[config.mk]
export PLATFORM = sky130hd
export DESIGN_NAME = uart_rx_ctrl
export DESIGN_NICKNAME = d
export VERILOG_FILES = /design/src/rtl/uart_rx_pkg.sv /design/src/rtl/uart_edge_bit_counter.sv /design/src/rtl/uart_rx_ctrl.sv
export SDC_FILE = /design/constraint.sdc
export NUM_CORES = 1
export LEC_CHECK = 0
export ABC_AREA = 1
export ABC_CLOCK_PERIOD_IN_PS = 2300
export CORE_MARGIN = 2
export CORE_UTILIZATION = 40
export CTS_CLUSTER_DIAMETER = 120
export DETAILED_ROUTE_END_ITERATION = 10
export DONT_BUFFER_PORTS = 1
export PLACE_DENSITY = 0.59
export SLEW_MARGIN = 25
export SYNTH_ARGS = -nofsm -noshare
export SYNTH_HDL_FRONTEND = slang
export SYNTH_SLANG_ARGS = --single-unit
[constraint.sdc]
create_clock -name clk -period 2.3 [get_ports clk]
set_input_delay 0.46 -clock clk [delete_from_list [all_inputs] [get_ports clk]]
set_output_delay 0.46 -clock clk [all_outputs]
set_load 0.02 [all_outputs]
[src/rtl/uart_rx_pkg.sv]
// Shared definitions for the UART receive controller.
// Holds the FSM state encoding, the legal oversampling ratios, the default
// ratio used after reset or for an illegal request, and a legality helper.
package uart_rx_pkg;

  typedef enum logic [2:0] {
    ST_IDLE   = 3'd0,
    ST_START  = 3'd1,
    ST_DATA   = 3'd2,
    ST_PARITY = 3'd3,
    ST_STOP   = 3'd4
  } rx_state_e;

  localparam int PRESC_8       = 8;
  localparam int PRESC_16      = 16;
  localparam int PRESC_32      = 32;
  localparam int PRESC_DEFAULT = PRESC_8;

  function automatic logic prescale_legal(input int unsigned p);
    return (p == PRESC_8) || (p == PRESC_16) || (p == PRESC_32);
  endfunction

endpackage

[src/rtl/uart_edge_bit_counter.sv]
// Oversample (edge) and bit counter pair for the UART receiver.
// Ports:
//   clk, rst   - clock, asynchronous active-low reset
//   enable     - advance counters this cycle
//   clear      - force both counters to zero (wins over enable)
//   prescale   - oversampling ratio of the current frame
//   edge_cnt   - position inside the current bit, wraps prescale-1 -> 0
//   bit_cnt    - bit index inside the frame, steps on every edge wrap
//   last_edge  - combinational flag: edge_cnt is at prescale-1
module uart_edge_bit_counter #(
  parameter int PRESC_W = 6
) (
  input  logic               clk,
  input  logic               rst,
  input  logic               enable,
  input  logic               clear,
  input  logic [PRESC_W-1:0] prescale,
  output logic [PRESC_W-1:0] edge_cnt,
  output logic [3:0]         bit_cnt,
  output logic               last_edge
);

  assign last_edge = (edge_cnt == prescale - 1'b1);

  always_ff @(posedge clk or negedge rst) begin
    if (!rst) begin
      edge_cnt <= '0;
      bit_cnt  <= '0;
    end else if (clear) begin
      edge_cnt <= '0;
      bit_cnt  <= '0;
    end else if (enable) begin
      if (last_edge) begin
        edge_cnt <= '0;
        bit_cnt  <= bit_cnt + 4'd1;
      end else begin
        edge_cnt <= edge_cnt + 1'b1;
      end
    end
  end

endmodule

[src/rtl/uart_rx_ctrl.sv]
// UART receive controller: frames the serial line into start, data, optional
// parity and stop bits, and steers the sampler, deserializer and parity
// checker.
// Ports:
//   clk, rst        - oversampling clock, asynchronous active-low reset
//   rx_in           - synchronized serial line, idle high
//   prescale        - oversampling ratio (8/16/32, anything else acts as 8)
//   par_en          - frame carries a parity bit
//   sampled_bit     - voted bit from the sampler, valid at edge_cnt==prescale-1
//   par_err         - registered error flag from the parity checker
//   edge_cnt        - oversample position inside the current bit
//   bit_cnt         - bit index: 0 start, 1..DATA_WIDTH data, parity, stop
//   dat_samp_en     - sampler enable, high outside IDLE
//   deser_en        - one-cycle strobe at the end of each data bit
//   par_chk_en      - one-cycle strobe at the end of the parity bit
//   data_valid      - one-cycle pulse: frame received with no error
//   framing_err     - one-cycle pulse: stop bit sampled low
//   parity_err      - one-cycle pulse: parity checker flagged the frame
//   fsm_state       - current controller state, for observation
// Result pulses have no backpressure: a consumer must take data_valid in the
// single cycle it is high; there is no ready input.
module uart_rx_ctrl
  import uart_rx_pkg::*;
#(
  parameter int DATA_WIDTH = 8,
  parameter int PRESC_W    = 6
) (
  input  logic               clk,
  input  logic               rst,
  input  logic               rx_in,
  input  logic [PRESC_W-1:0] prescale,
  input  logic               par_en,
  input  logic               sampled_bit,
  input  logic               par_err,
  output logic [PRESC_W-1:0] edge_cnt,
  output logic [3:0]         bit_cnt,
  output logic               dat_samp_en,
  output logic               deser_en,
  output logic               par_chk_en,
  output logic               data_valid,
  output logic               framing_err,
  output logic               parity_err,
  output rx_state_e          fsm_state
);

  rx_state_e          state;
  logic [PRESC_W-1:0] presc_q;
  logic               par_en_q;
  logic [PRESC_W-1:0] presc_in;
  logic               last_edge;
  logic               cnt_clear;
  logic               cnt_enable;
  logic               frame_par_err;

  assign presc_in = prescale_legal(32'(prescale)) ? prescale : PRESC_W'(PRESC_DEFAULT);

  // Counters sit at zero in IDLE and are zeroed on the cycle that leaves a
  // frame (glitch abort or stop bit done), so IDLE->START always begins at 0.
  assign cnt_enable = (state != ST_IDLE);
  assign cnt_clear  = (state == ST_IDLE)
                   || (state == ST_START && last_edge && sampled_bit)
                   || (state == ST_STOP  && last_edge);

  uart_edge_bit_counter #(
    .PRESC_W (PRESC_W)
  ) u_counter (
    .clk       (clk),
    .rst       (rst),
    .enable    (cnt_enable),
    .clear     (cnt_clear),
    .prescale  (presc_q),
    .edge_cnt  (edge_cnt),
    .bit_cnt   (bit_cnt),
    .last_edge (last_edge)
  );

  // Strobes are decoded from registered state and count so they line up with
  // the cycle in which sampled_bit is valid.
  assign dat_samp_en = (state != ST_IDLE);
  assign deser_en    = (state == ST_DATA)   && last_edge;
  assign par_chk_en  = (state == ST_PARITY) && last_edge;
  assign fsm_state   = state;

  assign frame_par_err = par_en_q && par_err;

  always_ff @(posedge clk or negedge rst) begin
    if (!rst) begin
      state       <= ST_IDLE;
      presc_q     <= PRESC_W'(PRESC_DEFAULT);
      par_en_q    <= 1'b0;
      data_valid  <= 1'b0;
      framing_err <= 1'b0;
      parity_err  <= 1'b0;
    end else begin
      data_valid  <= 1'b0;
      framing_err <= 1'b0;
      parity_err  <= 1'b0;
      case (state)
        ST_IDLE: begin
          if (!rx_in) begin
            state    <= ST_START;
            presc_q  <= presc_in;
            par_en_q <= par_en;
          end
        end
        ST_START: begin
          if (last_edge) state <= sampled_bit ? ST_IDLE : ST_DATA;
        end
        ST_DATA: begin
          if (last_edge && bit_cnt == 4'(DATA_WIDTH))
            state <= par_en_q ? ST_PARITY : ST_STOP;
        end
        ST_PARITY: begin
          if (last_edge) state <= ST_STOP;
        end
        ST_STOP: begin
          if (last_edge) begin
            state       <= ST_IDLE;
            framing_err <= !sampled_bit;
            parity_err  <= frame_par_err;
            data_valid  <= sampled_bit && !frame_par_err;
          end
        end
        default: state <= ST_IDLE;
      endcase
    end
  end

endmodule

==> results of run 1 <==
report_power, final:
part	internal (mW)	leakage (nW)	switching, mW
Combinational	0.187	0.477	0.377
Sequential	0.484	0.307	0.172
Clock	0.0677	0.0150	0.127
Total	0.739	0.799	0.676
final cells by class:
type / instances / area share [%]
repair buffers: 7 / 3.29
multi-input cells: 121 / 45.4
well taps: 46 / 3.78
clock buffers: 4 / 1.73
inverters: 32 / 7.89
flip-flops and latches: 23 / 37.9
logic make-up after synthesis:
family / count (synthesis) / synth area share [%]
AO/OA/AOI/OAI: 11 / 4.67
XOR/XNOR: 10 / 6.95
adder cells (fa/ha/maj): 4 / 3.66
buffers and inverters: 32 / 8.78
flip-flops: 23 / 42.2
AND/OR/NAND/NOR: 96 / 33.8
flip-flops by register name, summed over array words and instances, names as in the netlist:
| register | count |
|---|---|
| u_counter.edge_cnt | 6 |
| u_counter.bit_cnt | 4 |
| framing_err | 1 |
| par_en_q | 1 |
| presc_q | 6 |
| parity_err | 1 |
| fsm_state | 3 |
| data_valid | 1 |
how the worst max path moves through the flow:
stage	depth (start not counted)	to	slack, ns	from
floorplan	7	par_chk_en	0.12	presc_q[0]
global placement	7	deser_en	0.22	presc_q[0]
detailed placement	8	par_chk_en	0.16	presc_q[1]
CTS	11	par_chk_en	0.01	presc_q[1]
global route	8	par_chk_en	-0.13	presc_q[1]
finish	8	par_chk_en	0.03	presc_q[1]
per-stage QoR:
stage	total power, mW	utilization, %	TNS [ns]	worst slack (ns)	cells
after floorplan	1.09	-	0	0.122	176
after global placement	1.20	43.5	0	0.223	224
after detailed placement	1.22	43.5	0	0.164	224
after CTS	1.43	46.1	0	0.0112	233
after global routing	1.54	46.0	-0.169	-0.131	233
final	1.41	46.0	0	0.0260	233
layout by cell type, fill, tap and decap left out, types with 2 or more instances in the layout:
| cell type | instances |
|---|---|
| a21oi_1 | 2 |
| buf_4 | 6 |
| clkbuf_4 | 3 |
| dfrtp_1 | 22 |
| ha_1 | 3 |
| inv_1 | 24 |
| inv_2 | 8 |
| nand2_1 | 44 |
| nand2_2 | 2 |
| nand3_1 | 17 |
| nand3b_1 | 2 |
| nor2_1 | 17 |
| nor2_2 | 2 |
| nor2_4 | 4 |
| nor3_1 | 3 |
| o21ai_0 | 4 |
| o22ai_1 | 2 |
| xor2_1 | 8 |
critical path: stages, from the launching register on:
cell     delay, ns
dfrtp_1       0.41
buf_4         0.15
nor2_4        0.13
nand2_2       0.09
nor2_4        0.10
xor2_2        0.22
nand3_4       0.12
nor3_2        0.12
buf_4         0.16
metal layers:
layer | track usage (%) | vias up
li1 | - | 573
met1 | 20.2 | 507
met2 | 28.9 | 32
met3 | 3.24 | 4
met4 | 3.33 | 0
met5 | 0 | -
timing repair:
action | 4_1_cts | 5_1_grt
resized for setup | 4 | 0
endpoints found under the hold margin | 23 | 0
setup buffers | 4 | 0
setup endpoints to repair | 2 | 2
pin swaps | 3 | 0
hold buffers | 1 | 0
==> results.yml, run 1 <==
run_status:
  outcome: "finished, final reports clean"
synth:
  ys_seq_area_share_pct: 42.2
  synth_fp_nets: 192
  synth_ff_type: "dfrtp_1"
  synthCells: 176
  yosys.area.top_type: "dfrtp_1"
  yosysWarningCount: 0
  post-synth-top-count-cell: "nand2_1"
  synthArstFlopShare_pct: 100
  yosys_register_bits: 23
  synth.top_cell.area_share_pct: 40.3
  synth_area_leaders: "dfrtp_1 (40%), nand2_1 (12%), inv_1 (6.6%)"
  synth_commonest_cells: "nand2_1 (44), inv_1 (24), dfrtp_1 (22), nor2_1 (18), nand3_1 (17)"
  ys_types: 26
  netlist_area_um2: 1370
  synth_edf_count: 0
  synth_area_per_cell_um2: 7.77
pwr:
  ir_drop_v: 0.000270
  p_leak_nw: 0.799
  p_per_area_nw_per_um2: 930
critical_path:
  worstPathArrival_ns: 1.81
  required_ns: 1.84
  r2r-end: "u_counter.bit_cnt[2]"
  r2r_cells: 11
  crit_fanout: 3
  critPathLaunchType: "flip-flop"
  r2r_slack_ns: 0.53
  crit_path_end_kind: "output port"
  path_class: "reg2out"
  reg2reg_from: "presc_q[1]"
layout:
  final_nets: 204
  seqCellArea_um2: 577
  drive_above_1_share_pct: 17.6
  area_growth_syn_to_layout_pct: 11.3
  n_fill_cell: 345
  multi_input_area_um2: 691
  stdcell_area_um2: 1520
  antenna_cells: 0
placement:
  portBuffers: 0
  placed_area_um2: 1440
  gp_congestion: 0.822
  hpwl_mm: 2.16
clock_tree:
  path_clk_slew_ns: 0.14
  cts.sinks: 23
  clock_latency_ns: 0.31
  cts_made_buffers: 3
  root_buffer: "clkbuf_4"
  htreeDepth: 1
  clockBufferDepth: 2
  cts_tree: "yes"
floorplan:
  dieArea_um2: 3900
  core_um2: 3310
  start_util_pct: 41.3
  rows: 21
  io_pins: 31
  die_h_um: 62.5
  die_w_um: 62.5
routing:
  route.final.wire_length_mm: 2.84
  viasPerCell: 4.79
  drtAntennaViolNets: 0
  wl_met2_mm: 1.41
  num_vias: 1116
  drc: 0
  wl_per_cell_um: 12.2
  drt_iter0_markers: 56
  drt_pass1_iterations: 4
  m1WireLength_mm: 1.25
  maxUsedRoutingLayer: "met4"
  wl_met3_um: 167
sta:
  drv_slew: 0
  worst_hold_slack_ns: 0.0994
  finalHoldViolations: 0
  finalClockSkew_ns: 0.00714
  relSlewSlack_pct: 64.6
  finalSetupViolations: 0
  finalCritPeriodShare_pct: 98.9
  worst_slew_pin_slew_ns: 0.531
  finalCriticalPeriod_ns: 2.27
  fmax_ghz: 0.440
  rsz0062_at_grt: "true"
global_routing:
  grt_overflow_total: 0
  grt_max_degree: 24
  grt_usage_pct: 16.2
  grt_pass1_vias: 1121
  grt_pass1_wl_mm: 5.12
  antenna_found_initial: 0
worst_hold_path:
  min_path_type: "in2async"
run:
  maxCapViolCount: 0
(Power assumes the default switching activity.)
==> run 2, diff against run 1 <==
- CORE_ASPECT_RATIO: not set -> 1.75
- SKIP_LAST_GASP: not set -> 1
==> run 2 against run 1 <==
  * Register-to-register slack got worse by 0.15 ns
  * Worst setup slack improved by 0.041 ns
  * Utilization rose by 0.74 points
  * Count of clock-buffer cells in the layout did not move
  * Cell count rose by 0.43%
  * Power rose by 4.9%
  * Maximum frequency rose by 1.8%
  * Global-route usage rose by 0.78 points
  * Sequential share of layout area fell by 0.79 points
  * Largest power group unchanged
==> results.yml, run 2 (synthesis gave the netlist of run 1 again) <==
sta:
  fmax_ghz: 0.448
  finalHoldViolations: 0
  drv_slew: 0
  rsz0062_at_grt: "true"
  finalCritPeriodShare_pct: 97.1
  relSlewSlack_pct: 66.5
  setup_tns_ns: 0
  finalSetupViolations: 0
  worst_slew_pin_slew_ns: 0.502
  fin_ws_ns: 0.0667
  finalClockSkew_ns: 0.00322
  finalCriticalPeriod_ns: 2.23
routing:
  wl_met3_um: 119
  drt_pass1_iterations: 4
  route.final.wire_length_mm: 2.99
  num_vias: 1138
  viasPerCell: 4.86
  wl_met2_mm: 1.76
  drt_iter0_markers: 49
  wl_per_cell_um: 12.8
  drc: 0
  m1WireLength_mm: 1.07
  drtAntennaViolNets: 0
  maxUsedRoutingLayer: "met4"
floorplan:
  io_pins: 31
  core_um2: 3330
  rows: 28
  die_h_um: 81.4
  start_util_pct: 41.1
  die_w_um: 48.2
  dieArea_um2: 3920
layout:
  seqCellArea_um2: 577
  drive_above_1_share_pct: 18.5
  n_fill_cell: 351
  antenna_cells: 0
  multi_input_area_um2: 691
  final_common_cell: "nand2_1"
  finish.utilization_pct: 46.7
  reg_top3: "presc_q: 6 flops, u_counter.edge_cnt: 6 flops, u_counter.bit_cnt: 4 flops"
  most-common-layout-cells: "nand2_1 (44), inv_1 (24), dfrtp_1 (22)"
  final_nets: 206
  area_growth_syn_to_layout_pct: 13.6
critical_path:
  crit_fanout: 4
  required_ns: 1.84
  slowest_delay_ns: 0.40
  cp-endpoint: "par_chk_en"
  cp_common_cell: "buf_4"
  worstPathArrival_ns: 1.77
  path_depth: 8
  cp_cell_sequence: "buf_4 -> buf_4 -> xor2_1 -> nand3_1 -> nor2_4 -> nand3_4 -> nor3_2 -> buf_4"
  r2r_slack_ns: 0.38
  r2r_cells: 12
  critPathLaunchType: "flip-flop"
  crit_start: "presc_q[0]"
  r2r-end: "u_counter.bit_cnt[2]"
  cp_top_family: "simple AND/OR/NAND/NOR gates"
  critPathBufInv: 3
  path_class: "reg2out"
  reg2reg_from: "presc_q[0]"
  crit_path_end_kind: "output port"
  crit_path_top_delay_cell: "dfrtp_1"
clock_tree:
  path_clk_slew_ns: 0.08
  cts.sinks: 23
  cts_made_buffers: 3
  clockBufferDepth: 2
  cts_tree: "yes"
  htreeDepth: 1
  clock_latency_ns: 0.26
  root_buffer: "clkbuf_8"
pwr:
  finalPower_mw: 1.48
  p_leak_nw: 0.816
  ir_drop_v: 0.000548
  p_per_area_nw_per_um2: 955
global_routing:
  grt_pass1_wl_mm: 4.79
  antenna_found_initial: 0
  grt_max_degree: 23
  grt_overflow_total: 0
  grt_pass1_vias: 1151
  grt_usage_pct: 17.0
placement:
  gp_congestion: 0.852
  place_ws_ns: 0.216
  hpwl_mm: 2.26
  portBuffers: 0
run_status:
  outcome: "finished, final reports clean"
run:
  maxCapViolCount: 0
worst_hold_path:
  min_path_type: "in2async"
run 2: cell types whose count changed in the layout (fill, tap and decap cells not counted):
cell / before / now
buf_4: 6 / 8
clkbuf_8: 0 / 3
clkbuf_4: 3 / 0
run 2: metal layers:
metal / vias up / GRT usage [%]
met5: - / 0
met4: 0 / 5.68
met2: 23 / 31.1
met1: 539 / 18.0
li1: 572 / -
met3: 4 / 3.11
run 2: layout make-up:
cell class,count,area share (%)
multi-input cells,121,44.4
flip-flops and latches,23,37.1
well taps,45,3.62
clock buffers,4,2.90
inverters,32,7.73
repair buffers,9,4.19
run 2: worst min-delay path by stage:
stage	endpoint	slack, ns	depth (start not counted)
after floorplan	data_valid	0.16	0
after global placement	u_counter.bit_cnt[1]	0.17	0
after global routing	presc_q[3]	0.01	0
final	presc_q[3]	0.03	0
after detailed placement	fsm_state[0]	0.17	0
after CTS	presc_q[3]	0.03	0
run 2: timing repair:
action / CTS / global route
resized for setup: 2 / 2
hold endpoints to repair: 22 / 0
cloned: 0 / 0
hold buffers: 1 / 0
pin swaps: 0 / 4
endpoints found under the setup margin: 2 / 2
buffers inserted: 2 / 4
run 2: through the flow:
| step | hold slack, ns | area [um^2] | instances |
|---|---|---|---|
| floorplan | 0.164 | 1370 | 176 |
| global placement | 0.165 | 1440 | 223 |
| detailed placement | 0.165 | 1440 | 223 |
| CTS | 0.0274 | 1520 | 230 |
| global route | 0.0125 | 1550 | 234 |
| finish | 0.0316 | 1550 | 234 |
run 2: where the power goes:
group / leakage (nW) / total (mW) / internal (mW) / switching [mW]
sequential: 0.307 / 0.655 / 0.485 / 0.171
combinational: 0.486 / 0.577 / 0.189 / 0.387
clock: 0.0228 / 0.252 / 0.124 / 0.129
==> run 3, diff against run 2 <==
- PLACE_DENSITY: 0.59 -> 0.64
==> run 3 against run 2 <==
  * Cell count is 0.43% lower
  * Wire length grew 1.3%
  * First-iteration DRC count decreased by 55%
  * Worst setup slack worse by 0.056 ns
  * Register-to-register slack better by 0.07 ns
  * Non-clock buffer count decreased by 1
  * Utilization is 0.53 points lower
  * Maximum frequency fell by 2.5%
  * Global-route usage increased by 0.72 points
  * Power grew 0.23%
  * Count of clock-buffer cells in the layout stayed put
==> results.yml, run 3 (synthesis gave the netlist of run 1 again) <==
run_status:
  outcome: "finished, final reports clean"
sta:
  finalCritPeriodShare_pct: 99.6
  finalClockSkew_ns: 0.000904
  worst_hold_slack_ns: 0.0288
  finalCriticalPeriod_ns: 2.29
  rsz0062_at_grt: "true"
  worst_slew_pin_slew_ns: 0.489
  fin_ws_ns: 0.0103
  fmax_ghz: 0.437
  relSlewSlack_pct: 67.4
  finalHoldViolations: 0
  drv_slew: 0
  finalSetupViolations: 0
run:
  maxCapViolCount: 0
global_routing:
  grt_pass1_vias: 1199
  grt_max_degree: 23
  grt_pass1_wl_mm: 4.97
  antenna_found_initial: 0
  grt_usage_pct: 17.7
  grt_overflow_total: 0
layout:
  most-common-layout-cells: "nand2_1 (44), inv_1 (24), dfrtp_1 (22)"
  reg_top3: "presc_q: 6 flops, u_counter.edge_cnt: 6 flops, u_counter.bit_cnt: 4 flops"
  final_common_cell: "nand2_1"
  stdcell_area_um2: 1540
  antenna_cells: 0
  drive_above_1_share_pct: 18.1
  final_nets: 205
  area_growth_syn_to_layout_pct: 12.4
routing:
  wl_per_cell_um: 13.0
  num_vias: 1163
  drc: 0
  drt_pass1_iterations: 4
  route.final.wire_length_mm: 3.03
  viasPerCell: 4.99
  drt_iter0_markers: 22
  drtAntennaViolNets: 0
floorplan:
  core_um2: 3330
  die_h_um: 81.4
  rows: 28
  die_w_um: 48.2
  start_util_pct: 41.1
  io_pins: 31
  dieArea_um2: 3920
placement:
  gp_congestion: 0.838
  place_ws_ns: 0.169
  portBuffers: 0
  hpwl_mm: 2.36
  placed_area_um2: 1440
clock_tree:
  clockBufferDepth: 2
  cts_tree: "yes"
  cts_made_buffers: 3
  clock_latency_ns: 0.26
  path_clk_slew_ns: 0.08
  root_buffer: "clkbuf_8"
  cts.sinks: 23
  htreeDepth: 1
critical_path:
  worstPathArrival_ns: 1.83
  critPathLaunchType: "flip-flop"
  crit_path_top_delay_cell: "dfrtp_1"
  required_ns: 1.84
  path_class: "reg2out"
  cp_top_family: "simple AND/OR/NAND/NOR gates"
  crit_fanout: 3
  cp_cell_sequence: "inv_2 -> ha_2 -> xor2_1 -> nand3_1 -> nor2_4 -> nand3_4 -> nor3_2 -> buf_4"
  critPathBufInv: 2
  slowest_delay_ns: 0.41
  crit_path_end_kind: "output port"
pwr:
  ir_drop_v: 0.000704
  p_leak_nw: 0.808
  p_per_area_nw_per_um2: 968
worst_hold_path:
  min_path_type: "in2async"
-- run 3: changes by cell type in the layout (fill, tap and decap cells not counted) --
cell / before / now
buf_4: 8 / 7
ha_4: 1 / 0
ha_2: 0 / 1
-- run 3: area by class of cell --
| class | instances | area, um^2 |
|---|---|---|
| flip-flops and latches | 23 | 577 |
| well taps | 45 | 56.3 |
| repair buffers | 8 | 57.6 |
| inverters | 32 | 120 |
| clock buffers | 4 | 45.0 |
| fillers | 341 | 1790 |
| multi-input cells | 121 | 681 |
-- run 3: stage by stage --
step / setup TNS (ns) / util [%] / power, mW / cells
finish: 0 / 46.2 / 1.49 / 233
detailed placement: 0 / 43.2 / 1.23 / 223
global route: -0.0482 / 46.2 / 1.62 / 233
CTS: 0 / 46.1 / 1.50 / 232
floorplan: 0 / - / 1.09 / 176
global placement: 0 / 43.2 / 1.22 / 223
-- run 3: final timing paths --
| check | slack (ns) | from | cells past startpoint | to |
|---|---|---|---|---|
| min reg2reg | 0.54 | presc_q[5] | 2 | presc_q[5] |
| max in group asynchronous | 1.82 | rst | 1 | u_counter.bit_cnt[3] |
| max reg2reg | 0.45 | presc_q[0] | 11 | u_counter.bit_cnt[3] |
| min | 0.03 | rst | 0 | presc_q[3] |
| min in group clk | 0.25 | sampled_bit | 1 | framing_err |
| max | 0.01 | presc_q[0] | 8 | par_chk_en |
-- run 3: report_power, final --
group	internal, mW	switching [mW]
sequential	0.485	0.172
clock	0.124	0.128
combinational	0.187	0.392
-- run 3: per-layer routing --
layer	wire [um]	vias to the layer above	track usage [%]
met2	1700	38	30.8
met4	87	0	9.19
met1	1090	545	18.5
met5	0	-	0
met3	155	12	3.56
li1	-	568	-
-- run 3: timing repair --
item                                    4_1_cts  5_1_grt
hold endpoints to repair                     22        0
endpoints found under the setup margin        2        2
hold buffers                                  1        0
pin swaps                                     3        2
buffers inserted                              4        1
resized for setup                             3        0
